===== src/rtl/mem_port_arbiter.sv =====
// mem_port_arbiter
// Shares one synchronous block-RAM port between the CPU path (port 0, fixed
// priority) and the peripheral path (port 1). A saturating wait counter forces
// a port-1 grant after MAX_WAIT consecutive denials. Reads are tracked by a
// {valid, port} tag pipeline RD_LAT deep so each response is steered to the
// port that issued it.

module mem_port_arbiter #(
   parameter int ADDR_W   = 10,
   parameter int DATA_W   = 16,
   parameter int RD_LAT   = 1,
   parameter int MAX_WAIT = 4
) (
   input  logic              Clk,
   input  logic              Reset,
   input  logic              req0,
   input  logic              we0,
   input  logic [ADDR_W-1:0] addr0,
   input  logic [DATA_W-1:0] wdata0,
   output logic              gnt0,
   output logic              rvalid0,
   input  logic              req1,
   input  logic              we1,
   input  logic [ADDR_W-1:0] addr1,
   input  logic [DATA_W-1:0] wdata1,
   output logic              gnt1,
   output logic              rvalid1,
   output logic [DATA_W-1:0] rdata,
   output logic              ram_en,
   output logic              ram_we,
   output logic [ADDR_W-1:0] ram_addr,
   output logic [DATA_W-1:0] ram_wdata,
   input  logic [DATA_W-1:0] ram_rdata
);

   // Read tag: which port a read belongs to, and whether the slot holds a read.
   typedef struct packed {
      logic valid;
      logic port;
   } tag_t;

   localparam logic [3:0] MAX_WAIT_C = 4'(MAX_WAIT);

   logic [3:0] wait_cnt_q;
   logic [3:0] wait_cnt_d;
   tag_t       tag_q [RD_LAT];
   tag_t       tag_d [RD_LAT];
   tag_t       tag_out_s;

   // Arbitration: port 0 wins unless port 1 has been starved for MAX_WAIT cycles.
   always_comb begin
      gnt0 = 1'b0;
      gnt1 = 1'b0;
      if (Reset) begin
         gnt0 = 1'b0;
         gnt1 = 1'b0;
      end else if (req1 && (!req0 || (wait_cnt_q == MAX_WAIT_C))) begin
         gnt1 = 1'b1;
      end else if (req0) begin
         gnt0 = 1'b1;
      end else begin
         gnt0 = 1'b0;
         gnt1 = 1'b0;
      end
   end

   // RAM port mux: granted port drives the RAM; idle cycles park on port 0 fields.
   always_comb begin
      ram_en    = 1'b0;
      ram_we    = 1'b0;
      ram_addr  = '0;
      ram_wdata = '0;
      if (Reset) begin
         ram_en    = 1'b0;
         ram_we    = 1'b0;
         ram_addr  = '0;
         ram_wdata = '0;
      end else if (gnt1) begin
         ram_en    = 1'b1;
         ram_we    = we1;
         ram_addr  = addr1;
         ram_wdata = wdata1;
      end else begin
         ram_en    = gnt0;
         ram_we    = gnt0 & we0;
         ram_addr  = addr0;
         ram_wdata = wdata0;
      end
   end

   // Starvation counter: count denied port-1 cycles, saturating, cleared on grant or drop.
   always_comb begin
      wait_cnt_d = 4'd0;
      if (req1 && !gnt1) begin
         if (wait_cnt_q >= MAX_WAIT_C) begin
            wait_cnt_d = MAX_WAIT_C;
         end else begin
            wait_cnt_d = wait_cnt_q + 4'd1;
         end
      end else begin
         wait_cnt_d = 4'd0;
      end
   end

   // Tag pipeline next state: new read tag enters at stage 0, older tags shift on.
   always_comb begin
      for (int i = 0; i < RD_LAT; i++) begin
         tag_d[i] = tag_t'(2'b00);
      end
      tag_d[0].valid = ram_en & ~ram_we;
      tag_d[0].port  = gnt1;
      for (int i = 1; i < RD_LAT; i++) begin
         tag_d[i] = tag_q[i-1];
      end
   end

   // State registers: counter and tag pipeline, cleared by synchronous reset.
   always_ff @(posedge Clk) begin
      if (Reset) begin
         wait_cnt_q <= 4'd0;
         for (int i = 0; i < RD_LAT; i++) begin
            tag_q[i] <= tag_t'(2'b00);
         end
      end else begin
         wait_cnt_q <= wait_cnt_d;
         for (int i = 0; i < RD_LAT; i++) begin
            tag_q[i] <= tag_d[i];
         end
      end
   end

   assign tag_out_s = tag_q[RD_LAT-1];

   // Response steering: exiting tag selects rvalid; rdata passes through while valid.
   always_comb begin
      rvalid0 = 1'b0;
      rvalid1 = 1'b0;
      rdata   = '0;
      if (Reset) begin
         rvalid0 = 1'b0;
         rvalid1 = 1'b0;
         rdata   = '0;
      end else if (tag_out_s.valid) begin
         rvalid0 = ~tag_out_s.port;
         rvalid1 = tag_out_s.port;
         rdata   = ram_rdata;
      end else begin
         rvalid0 = 1'b0;
         rvalid1 = 1'b0;
         rdata   = '0;
      end
   end

endmodule

===== config.mk =====
export PLATFORM = sky130hd
export DESIGN_NAME = mem_port_arbiter
export DESIGN_NICKNAME = d
export VERILOG_FILES = /design/src/rtl/mem_port_arbiter.sv
export SDC_FILE = /design/constraint.sdc
export NUM_CORES = 1
export LEC_CHECK = 0
export CAP_MARGIN = 10
export CORE_MARGIN = 2
export CORE_UTILIZATION = 30
export DETAILED_ROUTE_END_ITERATION = 8
export PLACE_DENSITY_LB_ADDON = 0.1
export SLEW_MARGIN = 10
export SYNTH_ARGS = -nofsm -noshare
export SYNTH_HDL_FRONTEND = slang
export SYNTH_SLANG_ARGS = --single-unit

===== constraint.sdc =====
create_clock -name Clk -period 4.9 [get_ports Clk]
set_input_delay 0.98 -clock Clk [delete_from_list [all_inputs] [get_ports Clk]]
set_output_delay 0.98 -clock Clk [all_outputs]
set_load 0.02 [all_outputs]

# [Word level (Yosys, flattened, before mapping)]
# Memory sizes are Yosys's and may differ from the RTL's.
# Cells that the tools add are included.
[word_totals] output_inout_bits=48 n_memories=1 word_cells=44 ram_bits=2 inputBits=74 regBits=4
[mem_list] name="tag_q" words=1 word_bits=2 read_ports=1 rd_ports_with_merged_regs=0 write_ports=1 line="46" text="tag_t tag_q [RD_LAT];"
[op_classes] reduce_logical=8 addsub=1 bitwise_logic=5 n_lt_le_gt_ge=1 n_eq_ne=1 mux=25
[ops] operator="2-to-1 mux 16 bit" count=4
[ops] operator="2-to-1 mux 10 bit" count=2
[ops] operator="2-to-1 mux 1 bit" count=17
[ops] operator="adder 4 x 1 -> 4 bit, second input constant" count=1
[ops] operator="equality test 4 x 3 -> 1 bit, second input constant" count=1
[ops] operator="greater-or-equal comparator 4 x 3 -> 1 bit, second input constant" count=1
[ops] operator="OR reduction 2 bit" count=2
[ops] operator="2-to-1 mux 3 bit" count=1
[ops] operator="inverter 1 bit" count=3
[ops] operator="OR reduction 3 bit" count=1
[ops] operator="AND 1 bit" count=2
[ops] operator="logical AND 1 bit" count=2
[ops] operator="logical NOT 1 bit" count=2
[ops] operator="2-to-1 mux 2 bit" count=1
[ops] operator="logical OR 1 bit" count=1

# [Depth between registers and ports, before layout]
[depth] depth_word=11 mapped_depth=7 depth_no_buf=5

# [Worst setup path after synthesis]
# Ideal clock, no wire load.
[synth_timing] path_type="input port to output port" start="input port req1" end="output port ram_addr[0]" required_ns=3.920 path_stages=5 arrival_ns=2.015 path_buffers=2 path_slack_ns=1.905 cell_sequence="and4b_1 a21o_1 buf_6 buf_12 mux2i_1"
[synth_between] elab_chain_cells=5
[synth_lines] element="start, declared" line="22" text="input logic req1,"
[synth_lines] element="logical AND 1 bit" line="57" text="end else if (req1 && (!req0 || (wait_cnt_q == MAX_WAIT_C))) begin"
[synth_lines] element="2-to-1 mux 1 bit" line="57"
[synth_lines] element="2-to-1 mux 1 bit" line="54" text="if (Reset) begin"
[synth_lines] element="2-to-1 mux 10 bit" line="78" text="end else if (gnt1) begin"
[synth_lines] element="2-to-1 mux 10 bit" line="73" text="if (Reset) begin"
[synth_lines] element="end, declared" line="31" text="output logic [ADDR_W-1:0] ram_addr,"
# Every way passes these cells.

# [Final worst setup path]
[layout_timing] start="input port req1" end="output port ram_addr[9]"
# Same word-level chain as after synthesis.

==> flow_summary.toml <==
[timing]
max-slew-margin-rel = 0.6666
timing.final.hold_violations = 0
report.final.slew_viol_count = 0
fin_skew_ns = 0.004476
setup_viol_count_final = 0
measured_slew_at_the_worst_slew_check_pin_ns = 0.4985
rsz0062_at_grt = "no"
period_minus_slack_ns = 4.090
min_period_over_period = 0.8347
setup_tns_ns = 0
max_clock_freq_mhz = 244.5

[placement]
place_congestion = 0.7382
hpwlAfterDp_um = 2877
buffer_ports.inserted = 121

[detailed_routing]
routed_vias = 1295
drt-total-wl_um = 3504
drt-wirelength-per-cell_um = 11.56
vias_per_cell = 4.274
drt-initial-drc-count = 43
detail_route.drc_violations = 0
drt_pass_1_iters = 4
drt.antenna.violating_nets = 0

[critical_path]
timing.critical_path.slowest_stage_cell = "sky130_fd_sc_hd__clkdlybuf4s50_1"
critical_path.max_stage_delay_ns = 0.64
worst-endpoint-required_ns = 3.92
critical_path.most_common_cell = "sky130_fd_sc_hd__clkdlybuf4s50_1"
worstPathArrival_ns = 3.11
path_cells = "clkdlybuf4s50_1 > and4b_1 > a21o_1 > buf_4 > mux2i_1 > clkdlybuf4s50_1"
start_kind = "input port"
crit_path_max_fanout = 26
timing.critical_path.max_delay_family = "buffers and inverters"
timing_worst_setup_path_type = "input port to output pin"
endpoint_kind = "output pin"
buf_inv_on_cp = 3

[synth]
syn_area_per_cell_sq_um = 7.606
synth_seq_cells = 6
synthDominantCellAreaShare = 0.3114
synth_enable_flop_cells = 0
synthTopCellsByArea = "sky130_fd_sc_hd__nand2b_1 31%, sky130_fd_sc_hd__mux2i_1 24%, sky130_fd_sc_hd__dfxtp_1 11%, sky130_fd_sc_hd__and2_1 11%, sky130_fd_sc_hd__buf_12 3.8%"
ys_types = 22
yosys_warnings = 0
seq_area_frac_synth = 0.1128
synth_ff_type = "sky130_fd_sc_hd__dfxtp_1"
netlist_instances = 140
async_flop_share = 0
synth_area_leader_cell = "sky130_fd_sc_hd__nand2b_1"
synth_nets = 216
synthesis.area_sq_um = 1065

[pwr]
power.switching_fraction = 0.3139
clock_share_of_power = 0.162
power.leakage_nw = 0.9022
power.share.combinational = 0.651
power.net_switching_uw = 87.19
seq_power_share = 0.187
power.density_cell_area_nw_per_um2 = 120.7
p_int_uw = 190.6
total_power_uw = 277.8
worst_ir_drop_vdd_mv = 0.1375

[status]
outcome = "completed"

[final_layout]
net_count_of_the_finished_layout = 335
final_layout_size_suffix_gt1_frac = 0.02724
area_growth_pct = 116.1
final_core_utilization = 0.6842
fillers = 314
layout.cells.most_common = "sky130_fd_sc_hd__clkdlybuf4s50_1"
final_cell_mix = "121 x sky130_fd_sc_hd__clkdlybuf4s50_1, 53 x sky130_fd_sc_hd__nand2b_1, 26 x sky130_fd_sc_hd__mux2i_1, 19 x sky130_fd_sc_hd__and2_1, 6 x sky130_fd_sc_hd__dfxtp_1"
diodes = 0

[hold_path]
holdCritPathClass = "flip-flop to flip-flop"

[clock_tree]
clk_latency_ns = 0.24
clock_path_buffers = 2
clock_tree.htree_level_count = 1
cts.hold.buffers_added = 0
post_cts_resized = 0
cts.sinks = 6
cts_tree = "done"
postCtsSetupRepairBufs = 0
clockRootBuffer = "sky130_fd_sc_hd__clkbuf_4"
clk_pin_slew_worst_paths_ns = 0.04
cts_buffers = 3

[global_routing]
grt_usage = 0.1740
global_route.overflow_total = 0
vias_in_the_first_global_route = 1244
maximum_number_of_pins_on_one_net_before_global_route_repair = 37
grt_first_pass_wirelength_um = 5871
grt_antenna_before_repair = 0

[floorplan]
starting_density = 0.3166
die_height_um = 63.58
floorplan.die_area_sq_um = 4042
fp.dieW_um = 63.58
rows = 21
num_io_pins = 122
coreArea_sq_um = 3363

[flow_run]
drv.max_cap_violation_count = 0
cells in the mapped netlist, types with 2 or more instances:
library cell	n
sky130_fd_sc_hd__mux2i_1	26
sky130_fd_sc_hd__dfxtp_1	6
sky130_fd_sc_hd__nand2b_1	53
sky130_fd_sc_hd__nor2_1	3
sky130_fd_sc_hd__nor2b_1	3
sky130_fd_sc_hd__and2_1	19
sky130_fd_sc_hd__buf_12	2
sky130_fd_sc_hd__o21ai_0	2
sky130_fd_sc_hd__clkbuf_1	7
sky130_fd_sc_hd__ha_1	2
sky130_fd_sc_hd__nand2_1	2
sky130_fd_sc_hd__inv_1	5
sequential cells by signal, summed over array words and instances (netlist names):
signal,cells
tag_q,2
wait_cnt_q,4
layout make-up:
cell class                 count  area [sq um]  area share
inverter                       5         18.77    0.008157
timing repair buffer         124          1234      0.5362
sequential                     6         120.1     0.05220
clock buffer                   3         22.52    0.009788
multi-input combinational    119         848.3      0.3687
tap                           46         57.56     0.02501
power by group through the flow:
stage / Sequential [mW] / Clock, mW / Combinational, mW
3_3_place_gp: 0.0529 / 0 / 0.180
3_5_place_dp: 0.0529 / 0 / 0.182
6_report: 0.0520 / 0.0450 / 0.181
2_1_floorplan: 0.0526 / 0 / 0.0804
4_1_cts: 0.0520 / 0.0463 / 0.183
5_1_grt: 0.0523 / 0.0495 / 0.194
cells by family (layout without fill, tap and decap cells):
kind of cell	count (synthesis)	in the layout	share of synthesized area
buf+inv	15	132	0.09049
flops	6	6	0.1128
mux	26	26	0.2444
other cells	1	1	0.003522
fa+ha+maj	2	2	0.02350
simple gates	84	84	0.4865
compound gates	6	6	0.03878
per-layer routing:
layer | track usage | share of wire
met5 | 0 | 0
met4 | 0.01630 | 0.0037
met3 | 0.03929 | 0.066
met2 | 0.3171 | 0.50
met1 | 0.2142 | 0.42
metrics by stage:
stage | setup WS [ns] | hold slack, ns | cell area (sq um) | cells
finish | 0.8098 | 0.4526 | 2301 | 303
floorplan | 1.905 | 0.4265 | 1065 | 140
global route | 0.6592 | 0.4799 | 2301 | 303
detailed placement | 0.7864 | 0.4482 | 2278 | 300
global placement | 0.8174 | 0.4443 | 2278 | 300
CTS | 0.7918 | 0.4541 | 2301 | 303
worst reg2reg max path, cell delays in order, from the launching register on:
cell	delay, ns
sky130_fd_sc_hd__dfxtp_1	0.34
sky130_fd_sc_hd__inv_1	0.05
sky130_fd_sc_hd__ha_1	0.19
sky130_fd_sc_hd__nand2_1	0.08
sky130_fd_sc_hd__o21ai_0	0.13
sky130_fd_sc_hd__a31o_2	0.26
final timing paths:
kind / cells after the start / start / endpoint / slack [ns]
worst min register to register: 1 / wait_cnt_q[0] / wait_cnt_q[0] / 0.45
worst min-delay path: 1 / wait_cnt_q[0] / wait_cnt_q[0] / 0.45
worst max register to register: 5 / wait_cnt_q[0] / tag_q[0][1] / 3.73
worst max-delay path: 6 / req1 / ram_addr[9] / 0.81
(Power assumes the default switching activity.)
